--- config.mk ---
export PLATFORM = sky130hd
export DESIGN_NAME = load_store_unit
export DESIGN_NICKNAME = d
export VERILOG_FILES = /design/src/rtl/load_store_unit.sv
export SDC_FILE = /design/constraint.sdc
export NUM_CORES = 1
export LEC_CHECK = 0
export CAP_MARGIN = 25
export CORE_MARGIN = 2
export CORE_UTILIZATION = 46
export CTS_CLUSTER_DIAMETER = 100
export DETAILED_ROUTE_END_ITERATION = 7
export PLACE_DENSITY = 0.86
export SLEW_MARGIN = 25
export SYNTH_ARGS = -nofsm -noshare
export SYNTH_HDL_FRONTEND = slang
export SYNTH_SLANG_ARGS = --single-unit
--- constraint.sdc ---
create_clock -name clk -period 6.44 [get_ports clk]
set_input_delay 1.288 -clock clk [delete_from_list [all_inputs] [get_ports clk]]
set_output_delay 1.288 -clock clk [all_outputs]
set_load 0.05 [all_outputs]
--- src/rtl/load_store_unit.sv ---
// Load/store unit: runs one req/ack data-bus transaction per MemRead/MemWrite and stalls the core until it retires.
// Optional bus timeout is enabled by defining LSU_TIMEOUT_EN.
module load_store_unit #(
  parameter int unsigned TIMEOUT_CYCLES = 255
) (
  input  logic        clk,
  input  logic        reset,
  input  logic        MemRead,
  input  logic        MemWrite,
  input  logic [2:0]  Funct3,
  input  logic [31:0] ALUResult,
  input  logic [31:0] WriteData,
  output logic [31:0] ReadData,
  output logic        Stall,
  output logic        MisalignErr,
  output logic        BusErr,
  output logic        BusReq,
  output logic        BusWe,
  output logic [31:0] BusAddr,
  output logic [31:0] BusWData,
  output logic [3:0]  BusByteEn,
  input  logic        BusAck,
  input  logic [31:0] BusRData
);

  typedef enum logic [1:0] {S_IDLE, S_ACCESS, S_DONE} state_e;

  state_e      state_q;
  logic [2:0]  f3_q;
  logic [1:0]  off_q;
  logic        ld_q;

  logic        req, is_ld, fault;
  logic [31:0] st_wdata;
  logic [3:0]  st_be;
  logic [7:0]  ld_b;
  logic [15:0] ld_h;
  logic [31:0] ld_fmt;

  assign req   = MemRead | MemWrite;
  assign is_ld = MemRead & ~MemWrite;
  assign Stall = (state_q == S_ACCESS) || (state_q == S_IDLE && req);

  always_comb begin
    fault    = 1'b0;
    st_wdata = WriteData;
    st_be    = 4'b1111;
    case (Funct3)
      3'b000, 3'b100: begin
        st_wdata = {4{WriteData[7:0]}};
        st_be    = 4'b0001 << ALUResult[1:0];
      end
      3'b001, 3'b101: begin
        fault    = ALUResult[0];
        st_wdata = {2{WriteData[15:0]}};
        st_be    = 4'b0011 << ALUResult[1:0];
      end
      3'b010:  fault = |ALUResult[1:0];
      default: fault = 1'b1;
    endcase
    if (!MemWrite) st_be = 4'b1111;
  end

  // Lane select uses the offset captured at request time, not the live address.
  assign ld_b = BusRData[8*off_q +: 8];
  assign ld_h = BusRData[16*off_q[1] +: 16];

  always_comb begin
    case (f3_q)
      3'b000:  ld_fmt = {{24{ld_b[7]}}, ld_b};
      3'b100:  ld_fmt = {24'd0, ld_b};
      3'b001:  ld_fmt = {{16{ld_h[15]}}, ld_h};
      3'b101:  ld_fmt = {16'd0, ld_h};
      default: ld_fmt = BusRData;
    endcase
  end

`ifdef LSU_TIMEOUT_EN
  localparam int unsigned CNT_W = (TIMEOUT_CYCLES > 255) ? $clog2(TIMEOUT_CYCLES + 1) : 8;
  localparam logic [CNT_W-1:0] CNT_LAST = CNT_W'(TIMEOUT_CYCLES - 1);
  logic [CNT_W-1:0] cnt_q;
  logic             bus_err_q;
  assign BusErr = bus_err_q;
`else
  // No counter: a silent responder stalls the core indefinitely.
  assign BusErr = 1'b0 & (TIMEOUT_CYCLES != 0);
`endif

  always_ff @(posedge clk or posedge reset) begin
    if (reset) begin
      state_q     <= S_IDLE;
      f3_q        <= 3'd0;
      off_q       <= 2'd0;
      ld_q        <= 1'b0;
      ReadData    <= 32'd0;
      MisalignErr <= 1'b0;
      BusReq      <= 1'b0;
      BusWe       <= 1'b0;
      BusAddr     <= 32'd0;
      BusWData    <= 32'd0;
      BusByteEn   <= 4'd0;
`ifdef LSU_TIMEOUT_EN
      cnt_q       <= '0;
      bus_err_q   <= 1'b0;
`endif
    end else begin
      MisalignErr <= 1'b0;
`ifdef LSU_TIMEOUT_EN
      bus_err_q   <= 1'b0;
`endif
      case (state_q)
        S_IDLE: begin
          if (req) begin
            f3_q      <= Funct3;
            off_q     <= ALUResult[1:0];
            ld_q      <= is_ld;
            BusWe     <= MemWrite;
            BusAddr   <= {ALUResult[31:2], 2'b00};
            BusWData  <= st_wdata;
            BusByteEn <= st_be;
            if (fault) begin
              state_q     <= S_DONE;
              MisalignErr <= 1'b1;
              if (is_ld) ReadData <= 32'd0;
            end else begin
              state_q <= S_ACCESS;
              BusReq  <= 1'b1;
`ifdef LSU_TIMEOUT_EN
              cnt_q   <= '0;
`endif
            end
          end
        end
        S_ACCESS: begin
          if (BusAck) begin
            BusReq  <= 1'b0;
            state_q <= S_DONE;
            if (ld_q) ReadData <= ld_fmt;
          end
`ifdef LSU_TIMEOUT_EN
          else if (cnt_q == CNT_LAST) begin
            BusReq    <= 1'b0;
            state_q   <= S_DONE;
            bus_err_q <= 1'b1;
            if (ld_q) ReadData <= 32'd0;
          end else begin
            cnt_q <= cnt_q + 1'b1;
          end
`endif
        end
        S_DONE:  state_q <= S_IDLE;
        default: state_q <= S_IDLE;
      endcase
    end
  end

endmodule

* After elaboration in Yosys (flattened, before gate mapping)
Cells that the tools add are included.
W data, S select, Z words.
** Operators by class
- Shifts and indexed selects :: 4
- Reduce and logical (&&, ||, !) cells :: 13
- Eq/ne operators :: 14
- Multiplexer cells :: 22
- Bitwise logic cells :: 3
** Operators with widths (count)
- $mux W32 :: 5
- $pmux W32 S2 :: 2
- $pmux W32 S4 :: 1
- $shiftx A32 B6 Y16 :: 1
- $shiftx A32 B6 Y8 :: 1
- $eq A3 B3 Y1 const B :: 4
- $ne A2 B2 Y1 const B :: 6
- $pmux W4 S2 :: 1
- $eq A3 B1 Y1 const B :: 2
- $logic_not A3 Y1 :: 2
- $mux W1 :: 6
- $mux W2 :: 3
- $reduce_and A6 Y1 :: 1
- $reduce_or A2 Y1 :: 3
- $mux W4 :: 1
- $pmux W2 S2 :: 1
- $reduce_and A2 Y1 :: 2
- $reduce_and A4 Y1 :: 1
- $shl A1 B2 Y4 const A :: 1
- $shl A2 B2 Y4 const A :: 1
- $eq A3 B2 Y1 const B :: 1
- $pmux W1 S3 :: 1
- $eq A2 B1 Y1 const B :: 1
- $logic_not A2 Y1 :: 1
- other kinds (7) :: 7
** Storage, ports and cells
- Output and inout port bits :: 105
- Bits in registers :: 109
- Input bits :: 104
- Logic and storage cells :: 67

* Longest topological paths before layout
Gate-level depths: netlist of the first run.
- Depth after elaboration :: 6
- Depth in mapped cells :: 6
- Mapped depth without buffers :: 4

* Worst setup path before layout of the first run
Ideal clock, no wire load.
- Kind :: input port to output port
- Start :: input MemWrite
- End :: output Stall
- Path buffers :: 1
- Required time :: 5.152 ns
- Setup slack :: 2.836 ns
- Stages on the path :: 3
- Arrival :: 2.316 ns
- Path through :: o21ai_1 -> clkbuf_1 -> nand2_1
** On the way
- Word-level cells in the longest chain between the ends :: 3
** RTL lines
- start: declaration :: RTL line 9 : input logic MemWrite,
- $or A1 B1 Y1 :: RTL line 40 : assign req = MemRead | MemWrite;
- $logic_and A1 B1 Y1 :: RTL line 42 : assign Stall = (state_q == S_ACCESS) || (state_q == S_IDLE && req);
- $logic_or A1 B1 Y1 :: RTL line 42
- end: declaration :: RTL line 14 : output logic Stall,
Every way passes these cells.

* Final worst setup path of the first run
Same ends and word-level chain as after synthesis.

==> results of run 1 <==
[cell families after synthesis]
family / after synthesis / share of synthesized area
mux: 36 / 0.0823
other cells: 1 / 0.000762
simple gates: 202 / 0.168
flops: 109 / 0.554
compound gates: 120 / 0.161
buf+inv: 40 / 0.0341
[worst register-to-register path, stage by stage (launching register included)]
cell and delay (ns):
dfrtp_1 0.77, mux2i_1 0.21, mux2_2 0.32, nor4_4 0.63, a221o_1 0.22
[cells in the mapped netlist, types with 5 or more instances]
master / n
nand2_1: 164
a21oi_1: 16
a221o_1: 17
o31ai_1: 6
inv_1: 5
mux2_2: 6
clkbuf_1: 25
a221oi_1: 6
mux2i_1: 27
o21ai_0: 50
buf_2: 5
dfrtp_1: 109
o32ai_1: 5
nor2_1: 19
[how the worst max path moves through the flow]
stage,startpoint,cells after the start,slack [ns],to
floorplan,reset,1,2.28,BusAddr[10]
global placement,MemWrite,4,2.30,Stall
detailed placement,MemWrite,4,2.28,Stall
CTS,MemWrite,4,2.28,Stall
global route,MemWrite,4,2.22,Stall
finish,MemWrite,4,2.28,Stall
[area by class of cell]
class	instances	area, um2
clock buffer	13	159
multi-input combinational	361	2050
timing repair buffer	209	2080
inverter	5	21.3
sequential	109	2730
tap	136	170
clock inverter	1	7.51
fill	825	3150
[per-stage QoR]
stage | setup slack, ns | instances | power [mW] | area [um2] | util
floorplan | 2.28 | 510 | 2.72 | 4930 | -
global placement | 2.30 | 820 | 3.49 | 7050 | 0.680
detailed placement | 2.28 | 820 | 3.54 | 7050 | 0.680
CTS | 2.28 | 834 | 3.92 | 7220 | 0.696
global route | 2.22 | 834 | 4.11 | 7220 | 0.696
finish | 2.28 | 834 | 3.91 | 7220 | 0.696
[sequential cells by signal (all words and copies together), names as in the netlist]
register     count
state_q          2
off_q            2
ReadData        32
f3_q             3
BusWData        32
BusByteEn        4
ld_q             1
MisalignErr      1
BusAddr         30
BusWe            1
BusReq           1
[power by group through the flow]
stage | sequential [mW] | clock [mW] | combinational (mW)
after CTS | 1.20 | 0.386 | 2.33
after global routing | 1.25 | 0.409 | 2.45
after detailed placement | 1.22 | 0 | 2.32
after floorplan | 2.13 | 0 | 0.593
final | 1.21 | 0.377 | 2.32
after global placement | 1.20 | 0 | 2.29
[layer usage]
layer,global-route usage,share of wire,vias up
li1,-,-,2119
met1,0.312,0.40,2150
met2,0.431,0.50,207
met3,0.0757,0.082,22
met4,0.0852,0.020,0
met5,0,0,-
==> results.toml, run 1 <==
[clocking]
cts.repair.resized = 0
postCtsSetupBuffers = 0
clockBufferDepth = 2
numCtsBuffers = 9
cts_tree = "done"
clk_latency_ns = 0.37
cts.sinks = 109
cts_hold_buffers = 0
cts_root_buffer = "clkbuf_8"
h-tree-depth = 3
clk_pin_slew_ns = 0.09

[cells_and_area]
layout_common_cells = "205 x clkdlybuf4s50_1, 164 x nand2_1, 109 x dfrtp_1"
drive_gt1_frac = 0.0473
area_growth_pct = 46.6
layout_commonest_cell = "clkdlybuf4s50_1"
n_antenna_cell = 0
finalNetCount = 799

[worst_setup_path]
crit_top_cell = "clkdlybuf4s50_1"
r2r-end = "ReadData[30]"
cp_slowest_cell = "clkdlybuf4s50_1"
slowest_delay_ns = 0.80
start_kind = "input port"
worstPathCellList = "clkdlybuf4s50_1 > o21ai_4 > nand2_1 > clkdlybuf4s50_1"
crit_type = "in2out"
cp-end-kind = "output port"
r2r_start = "off_q[1]"
cp.required_ns = 5.15
crit_family = "buffers and inverters"
worstRegToRegCells = 4
cp_max_fo = 6
arrival_ns = 2.88
crit_buf_inv = 2
r2r_slack_ns = 4.22

[logic_synthesis]
yosys.area.top_type = "dfrtp_1"
synth_edf_count = 0
avgSynthCellArea_um2 = 9.69
async_flop_share = 1.00
synth_top_area_frac = 0.554
synth.area.top_cells = "dfrtp_1 55%, nand2_1 13%, mux2i_1 5.5%"
synth_seq_cells = 109
synth_seq_area_share = 0.554
netlist_area_um2 = 4920
synth_ff_type = "dfrtp_1"
syn_inst = 508
ys_warn_count = 0
synth_cell_types = 38

[power]
power_frac_clock = 0.097
leakage_nw = 3.20
ir_drop_uv = 394
comb_power_share = 0.595
p_sw_frac = 0.511
power-per-cell-area_nw_per_um2 = 541
seqPwrFrac = 0.309
internal_power_mw = 1.91
netSwitchingPower_mw = 2.00

[grt]
grt_pass1_vias = 4610
grt_pass1_wl_um = 22900
grt-ovfl-total = 0
antenna_found_initial = 0
track_usage = 0.255
grt_max_degree = 91

[floorplanning]
dieHeight_um = 107
start_util = 0.475
core_area_um2 = 10400
die-area_um2 = 11500
die_w_um = 107
pin_count = 209
row_count = 37

[sta]
slew_headroom = 0.352
worst_pin_slew_ns = 0.972
tns_ns = 0
hold_ws_ns = 0.478
rsz0062_at_grt = "no"
timing.fmax_mhz = 240
maxSlewViolCount = 0
hold_violations = 0
fin_crit_sh = 0.647
clock_skew_ns = 0.00603
fin_crit_ns = 4.16
finalSetupViolations = 0

[routing]
wl_per_cell_um = 17.2
vias_per_cell = 5.39
remaining_drc_errors = 0
ant_nets = 0
first_iter_violations = 264
vias = 4498
drtPass1Iterations = 5
wirelength_um = 14400

[run]
cap_viol_max_count = 0

[placed_design]
gp_congestion = 0.940
dp_hpwl_um = 10500
numPortBuffers = 205

[hold_path]
whs_path_depth = 2
whs_endpoint = "BusAddr[24]"
hold_path_class = "reg2reg"
hold_start = "BusAddr[24]"

[status]
outcome = "completed"
(Power assumes the default switching activity.)
==> run 2, diff against run 1 <==
--- a/config.mk
+++ b/config.mk
@@ -7,10 +7,10 @@
 export LEC_CHECK = 0
 export CAP_MARGIN = 25
 export CORE_MARGIN = 2
-export CORE_UTILIZATION = 46
+export CORE_UTILIZATION = 39
 export CTS_CLUSTER_DIAMETER = 100
 export DETAILED_ROUTE_END_ITERATION = 7
-export PLACE_DENSITY = 0.86
+export PLACE_DENSITY = 0.77
 export SLEW_MARGIN = 25
 export SYNTH_ARGS = -nofsm -noshare
 export SYNTH_HDL_FRONTEND = slang
==> constraint.sdc (replaced) <==
create_clock -name clk -period 3.8 [get_ports clk]
set_input_delay 0.76 -clock clk [delete_from_list [all_inputs] [get_ports clk]]
set_output_delay 0.76 -clock clk [all_outputs]
set_load 0.05 [all_outputs]
==> run 2 against run 1 <==
Effect of this change: core utilization down 10 points; setup slack worse by 1.3 ns; wire length grew 0.37%; register-to-register slack worse by 2.7 ns; global-route usage decreased by 4.9 points; die area up 17%; final cell count increased by 4.7%; combinational power is 70% higher; via count grew 2.3%; total power is 77% higher; critical endpoint is now ReadData[18]; largest cell class unchanged; highest routed layer unchanged.
==> results.toml, run 2 (same netlist as run 1, synthesis figures left out) <==
[floorplanning]
core_area_um2 = 12500
die_w_um = 116
pin_count = 209
row_count = 41
die-area_um2 = 13500
dieHeight_um = 116
start_util = 0.395

[cells_and_area]
area_growth_pct = 50.5
finalNonFillerCells = 873
layout_common_cells = "204 x clkdlybuf4s50_1, 164 x nand2_1, 109 x dfrtp_1"
reg_top3 = "BusWData: 32 flops, ReadData: 32 flops, BusAddr: 30 flops"
n_antenna_cell = 0
layout_commonest_cell = "clkdlybuf4s50_1"
finalNetCount = 800
drive_gt1_frac = 0.0556

[sta]
worst_pin_slew_ns = 1.01
maxSlewViolCount = 0
finalSetupViolations = 0
clock_skew_ns = 0.00487
slew_headroom = 0.325
timing.fmax_mhz = 360
fin_crit_sh = 0.731
tns_ns = 0
rsz0062_at_grt = "no"
fin_crit_ns = 2.78
hold_violations = 0

[grt]
grt_pass1_wl_um = 21600
grt_pass1_vias = 4336
grt_max_degree = 91
grt-ovfl-total = 0
track_usage = 0.205
antenna_found_initial = 0

[placed_design]
dp_cells = 857
gp_congestion = 0.822
numPortBuffers = 205
dp_hpwl_um = 10400

[power]
power-per-cell-area_nw_per_um2 = 934
p_sw_frac = 0.497
comb_power_share = 0.568
ir_drop_uv = 473
power_frac_clock = 0.135
leakage_nw = 3.28
netSwitchingPower_mw = 3.44
internal_power_mw = 3.48
seqPwrFrac = 0.297

[clocking]
cts_tree = "done"
clockBufferDepth = 2
cts.repair.resized = 0
cts.sinks = 109
h-tree-depth = 3
postCtsSetupBuffers = 0
cts_root_buffer = "clkbuf_16"
clk_latency_ns = 0.35
cts_hold_buffers = 0
numCtsBuffers = 9
clk_pin_slew_ns = 0.07

[status]
outcome = "completed"

[worst_setup_path]
slowest_delay_ns = 0.56
cp_max_fo = 26
cp-end-kind = "flip-flop"
arrival_ns = 3.01
r2r_slack_ns = 1.55
crit_type = "in2reg"
r2r-end = "ReadData[18]"
start_kind = "input port"
startpoint = "MemWrite"
worstRegToRegCells = 4
cp_slowest_cell = "or4b_1"
worstPathCellList = "clkdlybuf4s50_1 > or4b_1 > o31a_1 > buf_4 > a221o_1"
r2r_start = "off_q[1]"
cp.required_ns = 4.03

[routing]
remaining_drc_errors = 0
vias_per_cell = 5.27
wl_per_cell_um = 16.5
first_iter_violations = 330
wirelength_um = 14400
vias = 4601
ant_nets = 0
drtPass1Iterations = 5

[hold_path]
hold_path_class = "reg2reg"
whs_endpoint = "BusAddr[29]"
hold_start = "BusAddr[29]"
whs_path_depth = 2

[run]
cap_viol_max_count = 0
[run 2: changes by cell type in the layout (fill, tap and decap cells not counted), moves of 2 or more]
cell | previous run | this run
clkbuf_16 | 0 | 9
clkbuf_1 | 2 | 0
clkbuf_8 | 11 | 4
clkinv_2 | 0 | 2
[run 2: worst max path at each step]
stage                    to  slack, ns  cells past startpoint
4_1_cts        ReadData[18]       1.04                      5
2_1_floorplan   BusAddr[10]       0.17                      1
6_report       ReadData[18]       1.02                      5
5_1_grt        ReadData[20]       0.94                      5
3_5_place_dp   ReadData[18]       0.66                      5
3_3_place_gp   ReadData[22]       0.73                      5
[run 2: per-stage QoR]
step	util	area, um2	setup WS [ns]	hold WS [ns]	total power [mW]
2_1_floorplan	-	4930	0.166	0.505	4.62
3_3_place_gp	0.571	7110	0.734	0.457	5.93
3_5_place_dp	0.571	7110	0.662	0.461	6.01
4_1_cts	0.594	7410	1.04	0.478	6.96
5_1_grt	0.595	7410	0.940	0.501	7.27
6_report	0.595	7410	1.02	0.475	6.93
[run 2: worst max-delay path: cells and delay by family]
kind | cells | cell delay [ns]
buffers and inverters | 2 | 0.84
AOI/OAI and AO/OA | 2 | 0.84
and+or+nand+nor | 1 | 0.56
[run 2: layer usage]
metal  up-vias  share of wire  wire (um)  global-route usage
li1       2127              -          -                   -
met1      2223           0.41       5880               0.258
met2       214           0.49       7030               0.342
met3        37          0.076       1100              0.0477
met4         0          0.029        423              0.0865
met5         -              0          0                   0
[run 2: cell type report]
type | count | area [um2]
multi-input combinational | 361 | 2050
clock inverter | 3 | 17.5
tap | 172 | 215
fill | 1057 | 5050
timing repair buffer | 210 | 2100
inverter | 5 | 21.3
clock buffer | 13 | 280
sequential | 109 | 2730
[run 2: power by group through the flow]
stage / Clock [mW] / Sequential [mW] / Combinational [mW]
after floorplan: 0 / 3.61 / 1.00
after global placement: 0 / 2.04 / 3.89
after detailed placement: 0 / 2.06 / 3.95
after CTS: 0.950 / 2.05 / 3.95
after global routing: 0.995 / 2.12 / 4.15
final: 0.935 / 2.05 / 3.94
==> run 3, diff against run 2 <==
==> constraint.sdc (replaced) <==
create_clock -name clk -period 2.4 [get_ports clk]
set_input_delay 0.48 -clock clk [delete_from_list [all_inputs] [get_ports clk]]
set_output_delay 0.48 -clock clk [all_outputs]
set_load 0.05 [all_outputs]
==> run 3 against run 2 <==
Effect of this change: critical path depth up 1; total power up 61%; sequential cell count did not move; global-route usage increased by 0.67 points; clock power rose by 69%; clock skew rose by 0.0012 ns; core utilization grew 1.3 points; combinational power rose by 62%; sequential power rose by 56%; die area did not move; critical path type unchanged; largest cell class unchanged; highest routed layer unchanged.
==> results.toml, run 3 (same netlist as run 1, synthesis figures left out) <==
[status]
outcome = "completed"

[clocking]
cts_tree = "done"
cts_root_buffer = "clkbuf_16"
clk_latency_ns = 0.34
numCtsBuffers = 9
h-tree-depth = 3
clockBufferDepth = 2
postCtsSetupBuffers = 0
clk_pin_slew_ns = 0.08
cts.repair.resized = 0
cts.sinks = 109
cts_hold_buffers = 0

[placed_design]
numPortBuffers = 205
gp_congestion = 0.841
dp_hpwl_um = 10600
dp_cells = 873
place_area_um2 = 7260

[cells_and_area]
finalNetCount = 816
n_antenna_cell = 0
reg_top3 = "BusWData: 32 flops, ReadData: 32 flops, BusAddr: 30 flops"
finalNonFillerCells = 889
layout_common_cells = "204 x clkdlybuf4s50_1, 164 x nand2_1, 109 x dfrtp_1"
drive_gt1_frac = 0.0767
layout_commonest_cell = "clkdlybuf4s50_1"
final_area_um2 = 7580
final_util = 0.608
area_growth_pct = 53.9

[floorplanning]
row_count = 41
pin_count = 209
dieHeight_um = 116
core_area_um2 = 12500
start_util = 0.395
die_w_um = 116
die-area_um2 = 13500

[sta]
slew_headroom = 0.573
maxSlewViolCount = 0
tns_ns = 0
timing.fmax_mhz = 447
worst_pin_slew_ns = 0.640
rsz0062_at_grt = "no"
hold_violations = 0
clock_skew_ns = 0.00606
fin_crit_sh = 0.933
finalSetupViolations = 0
fin_crit_ns = 2.24

[grt]
track_usage = 0.212
grt_max_degree = 110
use_met1 = 0.271
use_met3 = 0.0483
grt-ovfl-total = 0
met2_usage = 0.349
grt_pass1_wl_um = 22400
top_usage_layer = "met2"
grt_pass1_vias = 4500
antenna_found_initial = 0

[power]
ir_drop_uv = 733
power-per-cell-area_nw_per_um2 = 1470
leakage_nw = 3.37
power_mw = 11.1

[worst_setup_path]
slowest_delay_ns = 0.55
start_kind = "input port"
worstPathCellList = "clkdlybuf4s50_1 > or4b_1 > o31a_1 > buf_12 > a2111oi_0 > a21o_1"
cp-end-kind = "flip-flop"
cp.required_ns = 2.69
cp_max_fo = 40
arrival_ns = 2.53
crit_type = "in2reg"
cp_slowest_cell = "or4b_1"

[routing]
remaining_drc_errors = 0
first_iter_violations = 337
drtPass1Iterations = 5
ant_nets = 0
vias = 4601
wirelength_um = 14500
wl_per_cell_um = 16.3
vias_per_cell = 5.18

[hold_path]
hold_path_class = "reg2reg"

[run]
cap_viol_max_count = 0
run 3: changes by cell type in the layout (fill, tap and decap cells not counted):
cell / delta
buf_12: +2
buf_4: +14
bufinv_16: +1
clkbuf_8: -2
clkinv_2: -2
clkinvlp_4: +1
inv_4: -1
inv_6: +3
run 3: worst paths after layout:
| kind | from | end | slack [ns] | cells after the start |
|---|---|---|---|---|
| max | MemWrite | ReadData[0] | 0.16 | 6 |
| min | BusAddr[17] | BusAddr[17] | 0.48 | 2 |
| max reg2reg | state_q[0] | ReadData[0] | 0.43 | 5 |
| min reg2reg | BusAddr[17] | BusAddr[17] | 0.48 | 2 |
| max in group asynchronous | reset | BusWData[24] | 1.28 | 3 |
| min in group asynchronous | reset | BusAddr[31] | 0.63 | 3 |
run 3: through the flow:
stage / hold WS, ns / worst slack (ns)
after global placement: 0.458 / -0.166
after global routing: 0.506 / 0.0450
final: 0.480 / 0.161
after CTS: 0.483 / 0.177
after floorplan: 0.505 / 0.412
after detailed placement: 0.465 / -0.187
run 3: critical path: cells and delay by family:
kind                   cells  cell delay, ns
AND/OR/NAND/NOR            1            0.55
AO/OA/AOI/OAI              3            0.77
buffers and inverters      2            0.71
run 3: metal layers:
metal | vias to the layer above | part of all wire
li1 | 2163 | -
met1 | 2196 | 0.41
met2 | 207 | 0.49
met3 | 35 | 0.075
met4 | 0 | 0.027
met5 | - | 0
run 3: cell type report:
type	instances	area, um2
Inverter	5	22.5
Fill cell	1076	4890
Tap cell	172	215
Multi-Input combinational cell	361	2050
Clock buffer	11	253
Sequential cell	109	2730
Timing Repair Buffer	226	2240
Clock inverter	5	63.8
run 3: power by group:
| group | switching [mW] | internal, mW |
|---|---|---|
| Clock | 0.697 | 0.879 |
| Sequential | 0.567 | 2.64 |
| Combinational | 4.22 | 2.15 |
| Total | 5.48 | 5.66 |
==> variant: new RTL, settings of run 3 <==
Make the reset (`reset`) synchronous in one clocked block.
--- a/src/rtl/load_store_unit.sv
+++ b/src/rtl/load_store_unit.sv
@@ -86,7 +86,7 @@
   assign BusErr = 1'b0 & (TIMEOUT_CYCLES != 0);
 `endif
 
-  always_ff @(posedge clk or posedge reset) begin
+  always_ff @(posedge clk) begin
     if (reset) begin
       state_q     <= S_IDLE;
       f3_q        <= 3'd0;
Check against the original RTL: differs if reset is asserted again (counterexample within 4 cycles, from zero or initial values and one cycle with reset high); with reset held inactive, the same outputs for 4 cycles.
==> variant against run 3 <==
Sequential share of layout area fell by 5.9 points; design area fell by 4.2%; synthesized area shrank 3.5%; setup slack better by 0.17 ns; sequential cell count unchanged; final cell count up 2.2%; count of clock-buffer cells in the layout is 1 higher; routed wire length is 5.5% higher; highest routed layer unchanged.
Power is not compared: it rests on default switching activity, and its combinational part moved more than twofold at a synthesized area within 25%.
==> variant: results (changes against run 3) <==
Status
  • Outcome: finished, final reports clean

Power
  • Leak pwr: approximately 2.8 nW
  • IR Drop Worst-Case VDD: between 0.4 and 0.5 mV

Placement
  • Buffers on Ports: 205 (unchanged)
  • Cells after DPL: 893 (+2.3%)
  • Final HPWL DP: 11.2 mm (+5.7%)
  • Placer Congestion: 0.882 (+4.9%)

Timing
  • Skew final: 0.00612 ns (+0.0000612 ns)
  • Slew HR: 46.9% (-10 points)

Routing
  • WL/cell: 16.8 µm (+3.2%)
  • Total wire length: 15.3 mm (+5.5%)
  • Drt initial violations: 359 (+6.5%)
  • Routed via count: 4,906 (+6.6%)
  • DRT Pass-1 Iters: 5 (unchanged)

Clock tree
  • CTS Buffer Depth: 2 (unchanged)
  • CTS root buf: clkbuf_16
  • CTS clock-pin slew for the worst setup and hold paths: roughly 0.07 ns
  • Total CTS buffers: 9 (unchanged)
  • Setup Fix Bufs, Post-CTS: 0 (unchanged)
  • # resized after CTS: 0 (unchanged)
  • Clk Latency, worst-skew pair: 0.34 ns (about the same)
  • Number of H-tree levels: 3 (unchanged)

Final layout
  • Largest regs: BusWData x32, ReadData x32, BusAddr x30
  • Ratio of cells with drive above 1 in the final layout: 5.51% (-2.2 points)
  • Antenna diode count: 0 (unchanged)
  • Fill count: 1,043 (-3.1%)
  • Final net count: 861 (+5.5%)

Synth
  • Synth Instances: 572 (+13%)
  • Post-synth cell types: 44 (+16%)
  • Synth cell count leaders: nand2_1 (129), dfxtp_1 (109), a21oi_1 (69), clkbuf_1 (33), o21ai_0 (28)
  • Post-synth ARST share: 0% (-100 points)
  • Synth warn: 0 (unchanged)
  • Post-synthesis sequential area ratio: 45.9% (-9.5 points)
  • Cell taking the most area after synthesis: dfxtp_1
  • Top cells by area, synth: dfxtp_1 (46%), nand2_1 (10%), a21oi_1 (7.3%)

Critical path
  • Arr. time, crit path: 1.59 ns (-0.94 ns)
  • Crit path max fanout: 6 (-85%)

GRT
  • Initial antenna violation count: 0 (unchanged)
  • Largest net degree at the start of global routing: 88 (-20%)
  • First-pass GRT wire length: 24.2 mm (+8.0%)
  • Number of global-route vias before repair: 4,786 (+6.4%)
  • Total track usage: 23.1% (+1.9 points)

Min path
  • Hold Crit Class: reg -> reg
[variant: through the flow]
stage	power, mW	area [µm²]	utilization (%)	hold slack, ns	setup WS, ns
finish	5.13	7260	60.7	0.451	0.330
detailed placement	3.55	6930	57.9	0.443	0.0507
global placement	3.52	6930	57.9	0.434	0.0938
CTS	5.16	7250	60.6	0.453	0.325
floorplan	2.96	4760	-	0.463	0.598
global route	5.34	7260	60.7	0.472	0.295
[variant: cell families (layout without fill, tap and decap cells)]
kind of cell / Yosys count / in the layout / synth area share [%]
simple gates: 191 / 191 / 17.3
compound gates: 192 / 192 / 26.6
mux: 19 / 19 / 4.29
other cells: 1 / 3 / 0.0790
flops: 109 / 109 / 45.9
buf+inv: 60 / 248 / 5.82
[variant: area by class of cell]
| cell class | count | share of cell area (%) |
|---|---|---|
| Multi-Input combinational cell | 405 | 31.9 |
| Timing Repair Buffer | 222 | 30.4 |
| Sequential cell | 109 | 30.1 |
| Clock buffer | 12 | 3.53 |
| Tap cell | 147 | 2.53 |
| Clock inverter | 4 | 0.966 |
| Inverter | 10 | 0.517 |
[variant: critical path: stages]
cell and delay, ns:
clkdlybuf4s50_1 0.49, buf_4 0.16, nor3_1 0.06, nor2_1 0.23, buf_12 0.18
[variant: routing by layer]
metal / vias to the layer above / global-route usage (%) / part of all wire, % / wire length, µm
li1: 2373 / - / - / -
met1: 2287 / 27.6 / 40 / 6120
met2: 223 / 39.2 / 48 / 7360
met3: 23 / 7.94 / 9.7 / 1490
met4: 0 / 7.07 / 2.0 / 299
met5: - / 0 / 0 / 0
[variant: worst paths after layout]
path	endpoint	cells past startpoint	slack, ns	from
setup / recovery	Stall	5	0.33	MemWrite
setup reg to reg	ReadData[27]	5	0.52	state_q[0]
hold reg to reg	ReadData[0]	2	0.45	ReadData[0]
hold / removal	ReadData[0]	2	0.45	ReadData[0]
[variant: power by group]
group / internal (mW) / switching (mW) / total [mW]
Sequential: 1.94 / 0.0881 / 2.03
Combinational: 0.565 / 0.914 / 1.48
Clock: 0.970 / 0.656 / 1.63
Total: 3.48 / 1.66 / 5.13
